==> src/rtl/ex_mem_stage_pkg.sv <==
// Shared types and defaults for the EX/MEM pipeline boundary.
// Holds the ALU control encodings and the EX->MEM control bundle.
package ex_mem_stage_pkg;

    localparam int DATA_W_DEF = 32;
    localparam int REG_W_DEF  = 5;

    typedef enum logic [2:0] {
        ALU_AND = 3'b000,
        ALU_OR  = 3'b001,
        ALU_ADD = 3'b010,
        ALU_SUB = 3'b110
    } alu_ctrl_e;

    typedef struct packed {
        logic reg_write;
        logic mem_read;
        logic mem_write;
        logic branch;
        logic branch_ne;
    } ex_ctrl_t;

endpackage

==> src/rtl/ex_mem_stage_if.sv <==
// EX->MEM stage bus: EX-side inputs, hazard controls, MEM-side and forwarding outputs.
// The master modport is the surrounding pipeline; slave is the stage register.
interface ex_mem_stage_if
    import ex_mem_stage_pkg::*;
#(
    parameter int DATA_W = DATA_W_DEF,
    parameter int REG_W  = REG_W_DEF
);
    logic              ex_valid;
    logic [DATA_W-1:0] ex_result;
    logic              ex_zero;
    logic [DATA_W-1:0] ex_store_data;
    logic [REG_W-1:0]  ex_rd;
    logic              ex_reg_write;
    logic              ex_mem_read;
    logic              ex_mem_write;
    logic              ex_branch;
    logic              ex_branch_ne;
    logic [DATA_W-1:0] ex_branch_target;
    logic              stall;
    logic              flush;

    logic              ex_ready;
    logic              mem_valid;
    logic [DATA_W-1:0] mem_result;
    logic [DATA_W-1:0] mem_store_data;
    logic [REG_W-1:0]  mem_rd;
    logic              mem_reg_write;
    logic              mem_mem_read;
    logic              mem_mem_write;
    logic              branch_taken;
    logic [DATA_W-1:0] branch_target;
    logic              fwd_valid;

    modport master (
        output ex_valid, ex_result, ex_zero, ex_store_data, ex_rd,
               ex_reg_write, ex_mem_read, ex_mem_write, ex_branch,
               ex_branch_ne, ex_branch_target, stall, flush,
        input  ex_ready, mem_valid, mem_result, mem_store_data, mem_rd,
               mem_reg_write, mem_mem_read, mem_mem_write,
               branch_taken, branch_target, fwd_valid
    );

    modport slave (
        input  ex_valid, ex_result, ex_zero, ex_store_data, ex_rd,
               ex_reg_write, ex_mem_read, ex_mem_write, ex_branch,
               ex_branch_ne, ex_branch_target, stall, flush,
        output ex_ready, mem_valid, mem_result, mem_store_data, mem_rd,
               mem_reg_write, mem_mem_read, mem_mem_write,
               branch_taken, branch_target, fwd_valid
    );

endinterface

==> src/rtl/ex_mem_stage_branch_resolve.sv <==
// Conditional branch decision from the ALU zero flag (beq/bne).
// Purely combinational so it can also sit in the EX stage for early resolution.
module branch_resolve (
    input  logic branch_i,
    input  logic zero_i,
    input  logic ne_i,
    output logic taken_o
);

    assign taken_o = branch_i & (zero_i ^ ne_i);

endmodule

==> src/rtl/ex_mem_stage.sv <==
// EX/MEM pipeline register: latches ALU result and controls for the MEM stage,
// issues a one-cycle branch redirect and exports a forwarding view.
module ex_mem_stage
    import ex_mem_stage_pkg::*;
#(
    parameter int DATA_W = DATA_W_DEF,
    parameter int REG_W  = REG_W_DEF
) (
    input logic           clk,
    input logic           reset,
    ex_mem_stage_if.slave bus
);

    ex_ctrl_t          ex_ctrl;
    logic              taken_now;

    logic              valid_q,      valid_d;
    logic [DATA_W-1:0] result_q,     result_d;
    logic [DATA_W-1:0] store_data_q, store_data_d;
    logic [REG_W-1:0]  rd_q,         rd_d;
    logic              reg_write_q,  reg_write_d;
    logic              mem_read_q,   mem_read_d;
    logic              mem_write_q,  mem_write_d;
    logic              taken_q,      taken_d;
    logic [DATA_W-1:0] target_q,     target_d;

    assign ex_ctrl = '{
        reg_write: bus.ex_reg_write,
        mem_read:  bus.ex_mem_read,
        mem_write: bus.ex_mem_write,
        branch:    bus.ex_branch,
        branch_ne: bus.ex_branch_ne
    };

    branch_resolve u_branch_resolve (
        .branch_i (ex_ctrl.branch),
        .zero_i   (bus.ex_zero),
        .ne_i     (ex_ctrl.branch_ne),
        .taken_o  (taken_now)
    );

    // Priority flush > stall > capture > bubble; the redirect pulse is only
    // ever set on a capture, so it can never repeat across a stall.
    always_comb begin
        valid_d      = valid_q;
        result_d     = result_q;
        store_data_d = store_data_q;
        rd_d         = rd_q;
        reg_write_d  = reg_write_q;
        mem_read_d   = mem_read_q;
        mem_write_d  = mem_write_q;
        target_d     = target_q;
        taken_d      = 1'b0;

        if (bus.flush) begin
            valid_d     = 1'b0;
            reg_write_d = 1'b0;
            mem_read_d  = 1'b0;
            mem_write_d = 1'b0;
        end else if (bus.stall) begin
            valid_d = valid_q;
        end else if (bus.ex_valid) begin
            valid_d      = 1'b1;
            result_d     = bus.ex_result;
            store_data_d = bus.ex_store_data;
            rd_d         = bus.ex_rd;
            reg_write_d  = ex_ctrl.reg_write;
            mem_read_d   = ex_ctrl.mem_read;
            mem_write_d  = ex_ctrl.mem_write;
            taken_d      = taken_now;
            target_d     = bus.ex_branch_target;
        end else begin
            valid_d     = 1'b0;
            reg_write_d = 1'b0;
            mem_read_d  = 1'b0;
            mem_write_d = 1'b0;
        end
    end

    always_ff @(posedge clk) begin
        if (reset) begin
            valid_q      <= 1'b0;
            result_q     <= '0;
            store_data_q <= '0;
            rd_q         <= '0;
            reg_write_q  <= 1'b0;
            mem_read_q   <= 1'b0;
            mem_write_q  <= 1'b0;
            taken_q      <= 1'b0;
            target_q     <= '0;
        end else begin
            valid_q      <= valid_d;
            result_q     <= result_d;
            store_data_q <= store_data_d;
            rd_q         <= rd_d;
            reg_write_q  <= reg_write_d;
            mem_read_q   <= mem_read_d;
            mem_write_q  <= mem_write_d;
            taken_q      <= taken_d;
            target_q     <= target_d;
        end
    end

    assign bus.ex_ready       = ~bus.stall;
    assign bus.mem_valid      = valid_q;
    assign bus.mem_result     = result_q;
    assign bus.mem_store_data = store_data_q;
    assign bus.mem_rd         = rd_q;
    assign bus.mem_reg_write  = valid_q & reg_write_q;
    assign bus.mem_mem_read   = valid_q & mem_read_q;
    assign bus.mem_mem_write  = valid_q & mem_write_q;
    assign bus.branch_taken   = taken_q;
    assign bus.branch_target  = target_q;
    assign bus.fwd_valid      = valid_q & reg_write_q & (rd_q != '0);

endmodule

==> src/flat_wrapper.sv <==
// flat-port wrapper written by rule: the top's interface ports become plain ports
module ex_mem_stage_flat import ex_mem_stage_pkg::*;
#(
    parameter int DATA_W = DATA_W_DEF,
    parameter int REG_W  = REG_W_DEF
)
  (clk, reset, bus_ex_valid, bus_ex_result, bus_ex_zero, bus_ex_store_data, bus_ex_rd, bus_ex_reg_write, bus_ex_mem_read, bus_ex_mem_write, bus_ex_branch, bus_ex_branch_ne, bus_ex_branch_target, bus_stall, bus_flush, bus_ex_ready, bus_mem_valid, bus_mem_result, bus_mem_store_data, bus_mem_rd, bus_mem_reg_write, bus_mem_mem_read, bus_mem_mem_write, bus_branch_taken, bus_branch_target, bus_fwd_valid);
  ex_mem_stage_if #(.DATA_W(DATA_W), .REG_W(REG_W)) bus_i ();
  input logic clk;
  input logic reset;
  input wire logic [$bits(bus_i.ex_valid)-1:0] bus_ex_valid;
  input wire logic [$bits(bus_i.ex_result)-1:0] bus_ex_result;
  input wire logic [$bits(bus_i.ex_zero)-1:0] bus_ex_zero;
  input wire logic [$bits(bus_i.ex_store_data)-1:0] bus_ex_store_data;
  input wire logic [$bits(bus_i.ex_rd)-1:0] bus_ex_rd;
  input wire logic [$bits(bus_i.ex_reg_write)-1:0] bus_ex_reg_write;
  input wire logic [$bits(bus_i.ex_mem_read)-1:0] bus_ex_mem_read;
  input wire logic [$bits(bus_i.ex_mem_write)-1:0] bus_ex_mem_write;
  input wire logic [$bits(bus_i.ex_branch)-1:0] bus_ex_branch;
  input wire logic [$bits(bus_i.ex_branch_ne)-1:0] bus_ex_branch_ne;
  input wire logic [$bits(bus_i.ex_branch_target)-1:0] bus_ex_branch_target;
  input wire logic [$bits(bus_i.stall)-1:0] bus_stall;
  input wire logic [$bits(bus_i.flush)-1:0] bus_flush;
  output wire logic [$bits(bus_i.ex_ready)-1:0] bus_ex_ready;
  output wire logic [$bits(bus_i.mem_valid)-1:0] bus_mem_valid;
  output wire logic [$bits(bus_i.mem_result)-1:0] bus_mem_result;
  output wire logic [$bits(bus_i.mem_store_data)-1:0] bus_mem_store_data;
  output wire logic [$bits(bus_i.mem_rd)-1:0] bus_mem_rd;
  output wire logic [$bits(bus_i.mem_reg_write)-1:0] bus_mem_reg_write;
  output wire logic [$bits(bus_i.mem_mem_read)-1:0] bus_mem_mem_read;
  output wire logic [$bits(bus_i.mem_mem_write)-1:0] bus_mem_mem_write;
  output wire logic [$bits(bus_i.branch_taken)-1:0] bus_branch_taken;
  output wire logic [$bits(bus_i.branch_target)-1:0] bus_branch_target;
  output wire logic [$bits(bus_i.fwd_valid)-1:0] bus_fwd_valid;
  assign bus_i.ex_valid = bus_ex_valid;
  assign bus_i.ex_result = bus_ex_result;
  assign bus_i.ex_zero = bus_ex_zero;
  assign bus_i.ex_store_data = bus_ex_store_data;
  assign bus_i.ex_rd = bus_ex_rd;
  assign bus_i.ex_reg_write = bus_ex_reg_write;
  assign bus_i.ex_mem_read = bus_ex_mem_read;
  assign bus_i.ex_mem_write = bus_ex_mem_write;
  assign bus_i.ex_branch = bus_ex_branch;
  assign bus_i.ex_branch_ne = bus_ex_branch_ne;
  assign bus_i.ex_branch_target = bus_ex_branch_target;
  assign bus_i.stall = bus_stall;
  assign bus_i.flush = bus_flush;
  assign bus_ex_ready = bus_i.ex_ready;
  assign bus_mem_valid = bus_i.mem_valid;
  assign bus_mem_result = bus_i.mem_result;
  assign bus_mem_store_data = bus_i.mem_store_data;
  assign bus_mem_rd = bus_i.mem_rd;
  assign bus_mem_reg_write = bus_i.mem_reg_write;
  assign bus_mem_mem_read = bus_i.mem_mem_read;
  assign bus_mem_mem_write = bus_i.mem_mem_write;
  assign bus_branch_taken = bus_i.branch_taken;
  assign bus_branch_target = bus_i.branch_target;
  assign bus_fwd_valid = bus_i.fwd_valid;
  ex_mem_stage #(.DATA_W(DATA_W), .REG_W(REG_W)) u_core (.clk(clk), .reset(reset), .bus(bus_i));
endmodule
==> config.mk <==
export PLATFORM = sky130hd
export DESIGN_NAME = ex_mem_stage_flat
export DESIGN_NICKNAME = d
export VERILOG_FILES = /design/src/rtl/ex_mem_stage_pkg.sv /design/src/rtl/ex_mem_stage_if.sv /design/src/rtl/ex_mem_stage_branch_resolve.sv /design/src/rtl/ex_mem_stage.sv /design/src/flat_wrapper.sv
export SDC_FILE = /design/constraint.sdc
export NUM_CORES = 1
export LEC_CHECK = 0
export CAP_MARGIN = 0
export CORE_MARGIN = 10
export CORE_UTILIZATION = 45
export CTS_CLUSTER_DIAMETER = 120
export CTS_CLUSTER_SIZE = 14
export DETAILED_ROUTE_END_ITERATION = 10
export GPL_TIMING_DRIVEN = 0
export PLACE_DENSITY_LB_ADDON = 0.3
export SLEW_MARGIN = 30
export SYNTH_ARGS = -nofsm -noshare
export SYNTH_HDL_FRONTEND = slang
export SYNTH_SLANG_ARGS = --single-unit
==> constraint.sdc <==
create_clock -name clk -period 1.7 [get_ports clk]
set_input_delay 0.255 -clock clk [delete_from_list [all_inputs] [get_ports clk]]
set_output_delay 0.255 -clock clk [all_outputs]
set_load 0.02 [all_outputs]
After elaboration in Yosys (flattened, before gate mapping):

Cells that the tools add are included.

* mux-type cells: 4
* bitwise gates (word level): 9
* reduce and logical (&&, ||, !) cells: 4

Operator list (count)
* $and A1 B1 Y1: 5
* $reduce_bool A5 Y1: 1
* $mux W1: 4
* $reduce_or A4 Y1: 1
* $not A1 Y1: 3
* $reduce_and A3 Y1: 1
* $reduce_or A2 Y1: 1
* $xor A1 B1 Y1: 1

* bits in registers: 106
* input port bits: 112
* output and inout port bits: 108
* word-level logic and storage cells: 26

Longest topological paths before layout:

* depth in word-level cells: 2
* gate-level depth with buffers: 5
* mapped depth without buffers: 2

By module:

Synthesis repeated with hierarchy kept, for this count alone.

* cell total of the unflattened synthesis: 466
* area total of the unflattened synthesis: 4852.2 sq um

By module, submodules not included
* ex_mem_stage: instances 1, cells each 464, area each 4837.1 sq um, sequential area each 2122.0 sq um
* branch_resolve: instances 1, cells each 2, area each 15.0 sq um, sequential area each 0.0 sq um

Worst setup path before layout:

Ideal clock, no wire load.

* kind: flip-flop to output port
* start point: reg u_core.rd_q[0], in the netlist u_core.bus.mem_rd[0]
* end point: out bus_fwd_valid
* data arrival time: 1128 ps
* data required time: 1445 ps
* path slack: 317 ps
* stages on the path, launching flop included: 3
* buffers on the path: 0
* cell sequence: dfxtp_1 > or4_1 > o21a_1

* cells in the longest elaborated chain, start to end: 2

Ends and longest elaborated chain
* from (decl): line ex_mem_stage.sv:20 `logic [REG_W-1:0] rd_q, rd_d;`
* from (signal assigned): line ex_mem_stage.sv:95 `rd_q <= rd_d;`
* $reduce_bool A5 Y1: line ex_mem_stage.sv:114 `assign bus.fwd_valid = valid_q & reg_write_q & (rd_q != '0);`
* $and A1 B1 Y1: line ex_mem_stage.sv:114
* to (decl): line flat_wrapper.sv:34 `output wire logic [$bits(bus_i.fwd_valid)-1:0] bus_fwd_valid;`

Every way passes these cells.

Worst setup path in the final report:

* start point: reg u_core.rd_q[1], in the netlist u_core.bus.mem_rd[1]
* end point: out bus_fwd_valid

The elaborated chain is that of the path after synthesis.

==> impl_metrics.toml <==
[finish]
post_route_cells_drive_above_1_share_pct = 4.58
syn2layout_area_growth_pct = 53.1
n_antenna_cell = 0
design.final.nets = 806
layout.core_utilization_pct = 71.2

[global_route]
global_route.overflow_total = 0
grt_first_pass_wirelength_um = 22100
grt_max_degree = 17
groute.usage.overall_pct = 18.3
number_of_antenna_violations_at_the_first_check_in_global_routing = 0
first_global_vias = 4324

[sta]
setup_total_negative_slack_ps = -103
timing.hold.ws_ps = 151
setup_repair_after_global_routing_missed_its_margin = "true"
fmax_achieved_mhz = 555
finalClockSkew_ps = 0
share_of_the_cycle_needed_by_the_critical_path_after_routing_pct = 106
finalWorstSetupSlack_ps = -103
worst-slew-pin-transition_ps = 621
slew-limit-headroom_pct = 58.6
setup-violations-final = 1
post-route-min-period_ps = 1800
finalMaxSlewViolations = 0
final_hold_viol_count = 0

[floorplanning]
io_pins = 220
core_um2 = 10400
die_area_um2 = 15300
die_x_um = 124
core.rowCount = 37
effective_utilization_at_floorplan_pct = 46.5
floorplan.die.height_um = 124

[synth]
count_of_flip_flops_with_a_built_in_enable_after_synthesis = 0
yosys.cell_count.top_type = "nand2b_1"
synthMuxAreaShare_pct = 20.9
synth.yosys.seq_area_share_pct = 43.8
postSynthNetCount = 577
synthDistinctLibCells = 19
synth_cell_count_leaders = "nand2b_1 (203), dfxtp_1 (106), mux2i_1 (101)"
synth_ff_type = "dfxtp_1"
yosysWarningCount = 0
yosys.area.top_type_share_pct = 43.8
synthesis.area_um2 = 4840
synthDominantAreaCellType = "dfxtp_1"
synth_adder_area_share_pct = 0
compound_cell_area_share_of_the_yosys_netlist_pct = 0.568
synth-xor-area-share_pct = 0.181
yosys-top-cells-area = "dfxtp_1 (44%), nand2b_1 (26%), mux2i_1 (21%)"
syn-instance-count = 465
post_synth_and_or_nand_nor_area_fraction_pct = 28.2
synth_async_sr_flop_share_pct = 0
synth_top_family_by_area = "simple AND/OR/NAND/NOR gates"
post_synth.cell_area_avg_um2 = 10.4
yosys_register_bits = 106

[routing]
overall_routed_net_length_um = 14500
number_of_iterations_in_the_first_detailed_routing_pass = 4
num_vias = 3982
antenna_violating_nets_post_route = 0
detail_route.vias_per_cell = 4.77
remaining_drc_errors = 0
post_drt_wl_per_cell_um = 17.4
dr.first_iter.drc_count = 184

[clocking]
h-tree-depth = 3
clock_tree.buffer_depth = 2
clock-root-buffer = "clkbuf_8"
cts_inserted_buffers = 9
postCtsHoldBufs = 0
tritoncts = "built"
clkTransAtPathRegs_ps = 100
numClockSinks = 106
clock_latency_ps = 360

[power]
power.ir.vdd_worst_mv = 0.484
total_leakage_power_nw = 2.68
power.density_cell_area_nw_per_um2 = 712

[min_path]
timing.hold.worst.class = "input port to register"

[run]
drv_cap = 0

[place]
placement.io_buffers = 217
gp_congestion = 0.750
hpwlAfterDp_um = 11600

[setup_path]
setup.worst_path.end_class = "output port"
worstPathArrival_ps = 1550
worst_setup_start_kind = "register"
worstSetupPathType = "register to output port"
crit_fanout = 2
required_ps = 1440

[outcome]
violated_checks = "setup timing"
status = "finished with violations"
==> path summary, 6_finish.rpt <==
path,slack [ps],start,to,depth (start not counted)
max,-100,u_core.bus.mem_rd[1],bus_fwd_valid,3
min,150,bus_stall,u_core.reg_write_q,3
max reg2reg,1020,u_core.bus.mem_rd[1],u_core.bus.mem_rd[1],3
min reg2reg,470,u_core.reg_write_q,u_core.reg_write_q,2
==> flip-flops by register name, indices dropped and copies added (netlist names) <==
name and flops:
u_core.bus.mem_rd 5, u_core.mem_write_q 1, u_core.reg_write_q 1, u_core.bus.branch_target 32, u_core.bus.mem_valid 1, u_core.bus.mem_store_data 32, u_core.bus.mem_result 32, u_core.bus.branch_taken 1
u_core.mem_read_q 1
==> cells in the final DEF, fill, tap and decap left out, types with 2 or more instances in the layout <==
cell type and instances:
clkdlybuf4s50_1 209, nand2b_1 203, dfxtp_1 104, mux2i_1 101, clkbuf_1 22, buf_12 10, clkbuf_8 10, nand2_1 4
a21oi_1 4, dlygate4sd2_1 4, and2_1 3, nand3b_1 3, dlymetal6s2s_1 3, buf_6 2, buf_4 2, bufinv_16 2
dfxtp_2 2
==> per-layer routing <==
metal	routed length, um	global-route usage [%]	part of all wire (%)	vias to the layer above
met2	7410	32.2	51	134
li1	-	-	-	1949
met5	0	0	0	-
met3	1650	9.05	11	20
met1	5170	18.5	36	1879
met4	302	5.82	2.1	0
==> through the flow <==
| stage | instance area, um2 | power [mW] | cells | setup slack [ps] |
|---|---|---|---|---|
| 2_1_floorplan | 4840 | 3.12 | 465 | 317 |
| 3_3_place_gp | 7190 | 3.61 | 818 | -101 |
| 3_5_place_dp | 7190 | 3.64 | 818 | -99.3 |
| 5_1_grt | 7420 | 5.51 | 834 | -182 |
| 6_report | 7420 | 5.28 | 834 | -103 |
| 4_1_cts | 7400 | 5.35 | 834 | -128 |
==> power breakdown <==
part | internal, mW | total [mW] | leakage (nW) | switching [mW]
registers | 2.57 | 2.62 | 0.862 | 0.0484
logic | 0.576 | 0.956 | 1.72 | 0.381
clock network | 0.867 | 1.71 | 0.106 | 0.845
==> what timing repair did <==
action	in CTS	in global routing
setup buffers	1	0
pin swaps	0	2
resized for setup	9	6
endpoints found under the setup margin	4	6
==> cell families (layout without fill, tap and decap cells) <==
family	count (synthesis)	after routing
muxes	101	101
DFF	106	106
AOI/OAI and AO/OA	5	5
xor gates and xnor gates	1	1
buffers and inverters	35	268
and+or+nand+nor	217	217
==> critical path, stage by stage (launching register included) <==
cell     delay [ps]
dfxtp_2         330
or4_1           520
o21a_1          210
buf_6           130
==> layout make-up <==
class	count	area, um2
Clock inverter	4	76.3
Fill cell	792	3000
Inverter	1	3.75
Tap cell	136	170
Timing Repair Buffer	218	2180
Sequential cell	106	2120
Clock buffer	11	141
Buffer	34	303
Multi-Input combinational cell	324	2410
No activity file was read; power rests on OpenSTA's default activity.
